==> src/rtl/npu_pkg.sv <==
// Shared NPU constants: default word formats and drain FSM encoding.
package npu_pkg;

  localparam int DATA_WIDTH_DEF = 16;
  localparam int FRAC_SHIFT_DEF = 8;
  localparam int NUM_PE_DEF     = 8;

  localparam logic ST_IDLE  = 1'b0;
  localparam logic ST_DRAIN = 1'b1;

  typedef enum logic {
    IDLE  = ST_IDLE,
    DRAIN = ST_DRAIN
  } state_e;

endpackage

==> src/rtl/acc_drain_if.sv <==
// Output word stream of the accumulator drain (valid/ready).
interface acc_drain_if #(
  parameter int DATA_WIDTH = 16,
  parameter int NUM_PE     = 8
);

  localparam int IW = $clog2(NUM_PE);

  logic                  out_valid;
  logic                  out_ready;
  logic [DATA_WIDTH-1:0] out_data;
  logic [IW-1:0]         out_index;
  logic                  out_last;

  modport master (
    output out_valid,
    output out_data,
    output out_index,
    output out_last,
    input  out_ready
  );

  modport slave (
    input  out_valid,
    input  out_data,
    input  out_index,
    input  out_last,
    output out_ready
  );

endinterface

==> src/rtl/acc_requant.sv <==
// Q16.16 -> Q8.8 round-half-up with clamp.
// ACC_DRAIN_RELU_EN: negative results output 0 without flagging saturation.
module acc_requant
  import npu_pkg::*;
#(
  parameter int DATA_WIDTH = DATA_WIDTH_DEF,
  parameter int FRAC_SHIFT = FRAC_SHIFT_DEF
) (
  input  logic signed [2*DATA_WIDTH-1:0] acc,
  output logic        [DATA_WIDTH-1:0]   q,
  output logic                           sat
);

  localparam int AW = 2*DATA_WIDTH + 1;

  localparam logic signed [AW-1:0] QMAX =
    AW'((64'sd1 <<< (DATA_WIDTH-1)) - 64'sd1);
  localparam logic signed [AW-1:0] QMIN =
    AW'(-(64'sd1 <<< (DATA_WIDTH-1)));
  localparam logic signed [AW-1:0] RND =
    AW'(64'sd1 <<< (FRAC_SHIFT-1));

  logic signed [AW-1:0] ext;
  logic signed [AW-1:0] sum;
  logic signed [AW-1:0] sh;

  // One guard bit keeps acc + RND from wrapping at the top of range
  always_comb begin
    ext = {acc[2*DATA_WIDTH-1], acc};
    sum = ext + RND;
    sh  = sum >>> FRAC_SHIFT;
    q   = sh[DATA_WIDTH-1:0];
    sat = 1'b0;
`ifdef ACC_DRAIN_RELU_EN
    if (sh < 0) begin
      q = '0;
    end else if (sh > QMAX) begin
      q   = QMAX[DATA_WIDTH-1:0];
      sat = 1'b1;
    end
`else
    if (sh > QMAX) begin
      q   = QMAX[DATA_WIDTH-1:0];
      sat = 1'b1;
    end else if (sh < QMIN) begin
      q   = QMIN[DATA_WIDTH-1:0];
      sat = 1'b1;
    end
`endif
  end

endmodule

==> src/rtl/acc_drain.sv <==
// Captures PE accumulators and drains them one requantized word per handshake.
// ACC_DRAIN_RELU_EN selects ReLU clamping of negative words.
module acc_drain
  import npu_pkg::*;
#(
  parameter int DATA_WIDTH = DATA_WIDTH_DEF,
  parameter int NUM_PE     = NUM_PE_DEF,
  parameter int FRAC_SHIFT = FRAC_SHIFT_DEF
) (
  input  logic                         clk,
  input  logic                         rst_n,
  input  logic                         start,
  input  logic [NUM_PE*2*DATA_WIDTH-1:0] acc_in,
  output logic                         clear_acc,
  output logic                         busy,
  acc_drain_if.master                  dout,
  output logic                         sat_flag,
  output logic                         done
);

  localparam int LW = 2*DATA_WIDTH;
  localparam int IW = $clog2(NUM_PE);

  state_e state;
  state_e state_nx;

  logic [LW-1:0]         lanes [NUM_PE];
  logic [IW-1:0]         idx;
  logic                  valid;
  logic                  last;
  logic                  hs;
  logic                  capture;
  logic                  finish;
  logic                  sat_q;
  logic [DATA_WIDTH-1:0] q;
  logic                  q_sat;

  assign valid   = (state == DRAIN);
  assign last    = (idx == IW'(NUM_PE-1));
  assign hs      = valid & dout.out_ready;
  assign capture = (state == IDLE) & start;
  assign finish  = hs & last;

  always_ff @(posedge clk or negedge rst_n) begin
    if (!rst_n) state <= IDLE;
    else        state <= state_nx;
  end

  always_comb begin
    state_nx = state;
    unique case (state)
      IDLE:  if (start)  state_nx = DRAIN;
      DRAIN: if (finish) state_nx = IDLE;
      default:           state_nx = IDLE;
    endcase
  end

  always_ff @(posedge clk or negedge rst_n) begin
    if (!rst_n) begin
      for (int i = 0; i < NUM_PE; i++) lanes[i] <= '0;
    end else if (capture) begin
      for (int i = 0; i < NUM_PE; i++)
        lanes[i] <= acc_in[i*LW +: LW];
    end
  end

  always_ff @(posedge clk or negedge rst_n) begin
    if (!rst_n)       idx <= '0;
    else if (capture) idx <= '0;
    else if (hs)      idx <= idx + 1'b1;
  end

  always_ff @(posedge clk or negedge rst_n) begin
    if (!rst_n) begin
      clear_acc <= 1'b0;
      done      <= 1'b0;
      sat_q     <= 1'b0;
    end else begin
      clear_acc <= capture;
      done      <= finish;
      if (capture)            sat_q <= 1'b0;
      else if (valid & q_sat) sat_q <= 1'b1;
    end
  end

  acc_requant #(
    .DATA_WIDTH(DATA_WIDTH),
    .FRAC_SHIFT(FRAC_SHIFT)
  ) u_requant (
    .acc (lanes[idx]),
    .q   (q),
    .sat (q_sat)
  );

  // Sticky flag also reflects the word on the bus right now
  assign sat_flag       = sat_q | (valid & q_sat);
  assign busy           = valid;
  assign dout.out_valid = valid;
  assign dout.out_data  = valid ? q : '0;
  assign dout.out_index = valid ? idx : '0;
  assign dout.out_last  = valid & last;

endmodule

==> src/flat_wrapper.sv <==
// flat-port wrapper written by rule: the top's interface ports become plain ports
module acc_drain_flat import npu_pkg::*;
#(
  parameter int DATA_WIDTH = DATA_WIDTH_DEF,
  parameter int NUM_PE     = NUM_PE_DEF,
  parameter int FRAC_SHIFT = FRAC_SHIFT_DEF
)
  (clk, rst_n, start, acc_in, clear_acc, busy, sat_flag, done, dout_out_valid, dout_out_data, dout_out_index, dout_out_last, dout_out_ready);
  acc_drain_if #(.DATA_WIDTH(DATA_WIDTH), .NUM_PE(NUM_PE)) dout_i ();
  input  logic clk;
  input  logic rst_n;
  input  logic start;
  input  logic [NUM_PE*2*DATA_WIDTH-1:0] acc_in;
  output logic clear_acc;
  output logic busy;
  output logic sat_flag;
  output logic done;
  output wire logic [$bits(dout_i.out_valid)-1:0] dout_out_valid;
  output wire logic [$bits(dout_i.out_data)-1:0] dout_out_data;
  output wire logic [$bits(dout_i.out_index)-1:0] dout_out_index;
  output wire logic [$bits(dout_i.out_last)-1:0] dout_out_last;
  input wire logic [$bits(dout_i.out_ready)-1:0] dout_out_ready;
  assign dout_out_valid = dout_i.out_valid;
  assign dout_out_data = dout_i.out_data;
  assign dout_out_index = dout_i.out_index;
  assign dout_out_last = dout_i.out_last;
  assign dout_i.out_ready = dout_out_ready;
  acc_drain #(.DATA_WIDTH(DATA_WIDTH), .NUM_PE(NUM_PE), .FRAC_SHIFT(FRAC_SHIFT)) u_core (.clk(clk), .rst_n(rst_n), .start(start), .acc_in(acc_in), .clear_acc(clear_acc), .busy(busy), .dout(dout_i), .sat_flag(sat_flag), .done(done));
endmodule
==> config.mk <==
export PLATFORM = sky130hd
export DESIGN_NAME = acc_drain_flat
export DESIGN_NICKNAME = d
export VERILOG_FILES = /design/src/rtl/npu_pkg.sv /design/src/rtl/acc_drain_if.sv /design/src/rtl/acc_requant.sv /design/src/rtl/acc_drain.sv /design/src/flat_wrapper.sv
export SDC_FILE = /design/constraint.sdc
export NUM_CORES = 1
export LEC_CHECK = 0
export BUFFER_PORTS_ARGS = -buffer_cell sky130_fd_sc_hd__buf_2
export CAP_MARGIN = 0
export CORE_ASPECT_RATIO = 1.5
export CORE_MARGIN = 4
export CORE_UTILIZATION = 32
export DETAILED_ROUTE_END_ITERATION = 8
export PLACE_DENSITY = 0.65
export SETUP_SLACK_MARGIN = 0.02
export SLEW_MARGIN = 30
export SYNTH_ARGS = -nofsm -noshare
export SYNTH_HDL_FRONTEND = slang
export SYNTH_HIERARCHICAL = 1
export SYNTH_SLANG_ARGS = --single-unit
export TNS_END_PERCENT = 50
==> constraint.sdc <==
create_clock -name clk -period 3.61 [get_ports clk]
set_clock_uncertainty 0.05 [all_clocks]
set_input_delay 0.1805 -clock clk [delete_from_list [all_inputs] [get_ports clk]]
set_output_delay 0.1805 -clock clk [all_outputs]
set_load 0.02 [all_outputs]
==> Word-level counts from Yosys, hierarchy flattened <==
Cells that the tools add are included.
{ "word_totals": {"regBits": 263, "latchBits": 0, "mem_bits_rw": 0, "romBits": 0, "inputBits": 260, "out_inout_bits": 25, "wordCells": 45, "memories": 0} }
{ "classes": {"addsub": 2, "mul": 0, "n_div": 0, "magnitude_cmp": 3, "eq_ne": 1, "shifts": 0, "mux": 16, "n_bitwise": 8, "reduce_logical": 2} }
{ "op_table": {"columns": ["cell", "count"], "rows": [
  ["$bmux 32 s3", 1],
  ["$mux 32", 2],
  ["$mux 16", 3],
  ["$add 32x9->33 const B", 1],
  ["$gt 25x16->1 const B", 1],
  ["$lt 25x16->1 const B", 1],
  ["$mux 3", 3],
  ["$mux 1", 6],
  ["$and 1x1->1", 5],
  ["$ge 4x4->1 const B", 1],
  ["$not 3->4", 1],
  ["$reduce_bool 2->1", 2],
  ["$add 3x1->3 const B", 1],
  ["$eq 3x3->1 const B", 1],
  ["$pmux 1 s2", 1],
  ["$not 1->1", 1],
  ["$or 1x1->1", 1]
]} }

==> Depth between registers and ports, before layout <==
{ "logic_depth": {"word_depth": 11, "mapped_depth": 14, "ltp_nobuf": 11} }

==> Modules after synthesis <==
Netlist, hierarchy kept.
{ "by_module_without_submodules": {"columns": ["mod", "instances", "cells_each", "area_each_um2", "seq_area_each_um2"], "rows": [
  ["acc_drain", 1, 704, 12034.0, 6581.3],
  ["acc_requant", 1, 134, 837.1, 0.0]
]} }

==> Least setup slack after synthesis <==
OpenSTA, ideal clock, no wires.
{ "synth_path": {"kind": "register -> output", "from": "reg u_core.idx[0]", "to": "out dout_out_data[11]", "arrival_ns": 3.347, "required_time_ns": 3.379, "setup_slack_ns": 0.033, "stages_incl_launch_ff": 15, "path_buffers": 5, "cell_sequence": "dfrtp_1 buf_6 buf_12 buf_12 mux4_2 mux2_4 and2_1 clkbuf_1 nand4b_4 or4_4 a2111oi_4 a21oi_2 buf_6 nor3_1 and2_1"} }
{ "synth_via": {"elab_chain_len": 9, "elab_cells_between_ends": 10, "cone_classes": "1 x add/sub; 2 x order compare; 6 x mux; 1 x bitwise"} }
{ "synth_rtl": {"columns": ["item", "line_no", "source"], "rows": [
  ["start: declaration", "acc_drain.sv:28", "logic [IW-1:0] idx;"],
  ["start signal: assignment", "acc_drain.sv:70", "else if (hs) idx <= idx + 1'b1;"],
  ["$not 3->4 (not written as such) (*)", "acc_drain.sv:90", ".acc (lanes[idx]),"],
  ["$bmux 32 s3 (*)", "acc_drain.sv:90", null],
  ["$mux 32 (not written as such) (*) (2 in a row)", "acc_drain.sv:90", null],
  ["$add 32x9->33 (*)", "acc_requant.sv:30", "sum = ext + RND;"],
  ["$lt 25x16->1", "acc_requant.sv:45", "end else if (sh < QMIN) begin"],
  ["$mux 16", "acc_requant.sv:45", null],
  ["$mux 16 (*)", "acc_requant.sv:42", "if (sh > QMAX) begin"],
  ["named net u_core.q[11]", "acc_drain.sv:35", "logic [DATA_WIDTH-1:0] q;"],
  ["$mux 16 (*)", "acc_drain.sv:99", "assign dout.out_data = valid ? q : '0;"],
  ["end: declaration", "flat_wrapper.sv:19", "output wire logic [$bits(dout_i.out_data)-1:0] dout_out_data;"]
]} }
Mark *: on every way through the listed nets, which the timed path passes. The rest lies on a longest branch. The select of a mux whose other input is x is not followed.

==> Final worst setup path <==
Same ends and word-level chain as after synthesis.

==> flow_metrics.env <==
export IMPL_multiInputGateArea_um2=5082
export IMPL_initial_core_util_pct=32.61
export IMPL_ir_worst_vdd_mv=0.6215
export IMPL_met3_usage_pct=2.235
export IMPL_drv_slew=0
export IMPL_cts_max_level=1
export IMPL_crit_fanout=8
export IMPL_grt_use_met2_pct=32.89
export IMPL_drive_above_1_share_pct=37.32
export IMPL_via_per_inst=4.860
export IMPL_cp_top_family="simple AND/OR/NAND/NOR gates"
export IMPL_combPwrFrac_pct=56.0
export IMPL_syn2layout_area_growth_pct=49.61
export IMPL_grt_pass1_vias=8909
export IMPL_antenna_found_initial=7
export IMPL_post_place_ws_ns=-0.2171
export IMPL_fillers=2686
export IMPL_final_util_pct=48.78
export IMPL_ff_latch_area_um2=5186
export IMPL_cts_buffers=22
export IMPL_tightest_slew_ns=0.9313
export IMPL_rsz0062_at_grt="yes"
export IMPL_slowest_stage="dfrtp_4"
export IMPL_endpoint_kind="output port"
export IMPL_hold_slack_ns=0.1713
export IMPL_drt_iter0_drc=285
export IMPL_p_int_mw=9.315
export IMPL_worstPathRequired_ns=3.38
export IMPL_crit_type="reg -> out"
export IMPL_worstReg2RegStart="u_core/idx[0]"
export IMPL_wl_um=31540
export IMPL_use_met1_pct=20.56
export IMPL_cts_tree="yes"
export IMPL_vias=7834
export IMPL_placementRows=80
export IMPL_critPathBufInv=4
export IMPL_io_buffers=228
export IMPL_maxCapViolations=0
export IMPL_swShare_pct=36.55
export IMPL_dp_hpwl_um=21410
export IMPL_grt_max_degree=124
export IMPL_crit_path_max_incr_delay_ns=0.52
export IMPL_die_w_um=155.3
export IMPL_r2r_slack_ns=0.13
export IMPL_root_buffer="clkbuf_16"
export IMPL_max_slew_margin_pct=37.91
export IMPL_clkSinkCount=207
export IMPL_outcome="complete, but fails checks"
export IMPL_p_leak_nw=6.979
export IMPL_setup_ws_ns=-0.5040
export IMPL_startpoint_type="register"
export IMPL_die_area_um2=35540
export IMPL_clock_fmax_ghz=0.2431
export IMPL_drt_pass1_iter_count=4
export IMPL_ant_nets=0
export IMPL_placeableCoreArea_um2=31930
export IMPL_power_share_sequential_pct=27.9
export IMPL_p_switching_mw=5.367
export IMPL_r2r_end="u_core/sat_q"
export IMPL_period_minus_slack_ns=4.114
export IMPL_hp_class="in -> async"
export IMPL_ys_warn_count=6
export IMPL_r2r_cells=13
export IMPL_clockPowerShare_pct=16.1
export IMPL_ios=285
export IMPL_cp_common_cell="buf_12"
export IMPL_clk_pin_slew_ns=0.06
export IMPL_drc_errors=0
export IMPL_cp_arrival_ns=3.88
export IMPL_routabilityCongestion=0.8223
export IMPL_path_cells="buf_12, buf_12, mux4_2, mux2_4, nand4_4, or2_4, or4_4, a2111oi_4, buf_4, a21oi_4, nor3_2, and2_4, buf_6"
export IMPL_cts_buffer_depth=3
export IMPL_violations="negative setup slack"
export IMPL_syn_area_um2=10410
export IMPL_die_y_um=228.9
export IMPL_grt_pass1_wl_um=49830
export IMPL_routedWlPerCell_um=19.56
export IMPL_min_period_over_period_pct=114.0
export IMPL_syn_nets=968
export IMPL_syn_area_per_cell_um2=14.77
export IMPL_clock_latency_ns=0.52
export IMPL_overflow=0
export IMPL_p_per_area_nw_per_um2=942.6
export IMPL_grt_usage_pct=17.77
export IMPL_busiest_layer="met2"
export IMPL_finalHoldViolations=0
export IMPL_setup_violations=17
export IMPL_nets=1448
export IMPL_synthesis_instances=705
-- metal layers --
layer	share of wire [%]	up-vias
met3	3.5	78
met2	55	207
met1	38	3974
li1	-	3575
met5	0	-
met4	4.0	0
-- what timing repair did --
| action | in CTS | in global routing |
|---|---|---|
| cloned | 1 | 0 |
| pin swaps | 29 | 13 |
| hold buffers | 203 | 0 |
| hold endpoints to repair | 325 | 0 |
| endpoints found under the setup margin | 18 | 18 |
| setup buffers | 9 | 4 |
| gates resized for setup | 68 | 24 |
-- area by class of cell --
type / instances / area share, %
clock inverters: 7 / 0.9398
inverters: 4 / 0.09639
multi-input cells: 439 / 32.63
flip-flops and latches: 207 / 33.30
clock buffers: 27 / 3.783
repair buffers: 511 / 25.85
well taps: 410 / 3.293
diodes: 7 / 0.1125
-- power by group through the flow --
| stage | combinational, mW | sequential (mW) | clock (mW) |
|---|---|---|---|
| floorplan | 4.91 | 3.81 | 0 |
| global placement | 6.80 | 4.08 | 0 |
| detailed placement | 6.93 | 4.16 | 0 |
| CTS | 7.97 | 4.08 | 2.43 |
| global route | 8.83 | 4.24 | 2.52 |
| finish | 8.21 | 4.10 | 2.36 |
-- through the flow --
stage | cell area (µm²) | TNS [ns] | power (mW) | std cells
floorplan | 10410 | 0 | 8.719 | 705
CTS | 15420 | -7.649 | 14.47 | 1601
global placement | 12300 | -1.477 | 10.88 | 1354
finish | 15580 | -7.560 | 14.68 | 1612
detailed placement | 12310 | -2.609 | 11.08 | 1354
global route | 15580 | -9.649 | 15.59 | 1612
-- worst max path at each step --
stage | endpoint | depth (start not counted) | start | slack (ns)
3_3_place_gp | dout_out_data[7] | 9 | u_core/idx[0] | -0.15
2_1_floorplan | dout_out_data[11] | 14 | u_core/idx[0] | 0.06
4_1_cts | dout_out_data[4] | 13 | u_core/idx[0] | -0.50
5_1_grt | dout_out_data[11] | 13 | u_core/idx[0] | -0.63
6_report | dout_out_data[11] | 13 | u_core/idx[0] | -0.50
3_5_place_dp | dout_out_data[4] | 9 | u_core/idx[0] | -0.22
-- state kept, by name, summed over array words and instances, names as in the netlist --
register	count
u_core/sat_q	1
u_core/clear_acc	1
u_core/idx	3
u_core/busy	1
u_core/lanes	200
u_core/done	1
-- cell usage in the layout, fill, tap and decap left out, types with 5 or more instances in the layout --
cell type      count
mux2i_1            5
xnor2_1           11
nand2_1           12
buf_4             62
buf_12             7
mux2_4            24
mux2_1           200
diode_2            7
mux4_1            12
nor2_1            16
nand3_1           10
nor3_1             8
nor3_2            10
xor2_1             6
buf_6             26
and2_1            20
buf_2            211
clkbuf_16         23
mux4_2            38
dfrtp_1          204
dlygate4sd3_1    203
No activity file was read; power rests on OpenSTA's default activity.
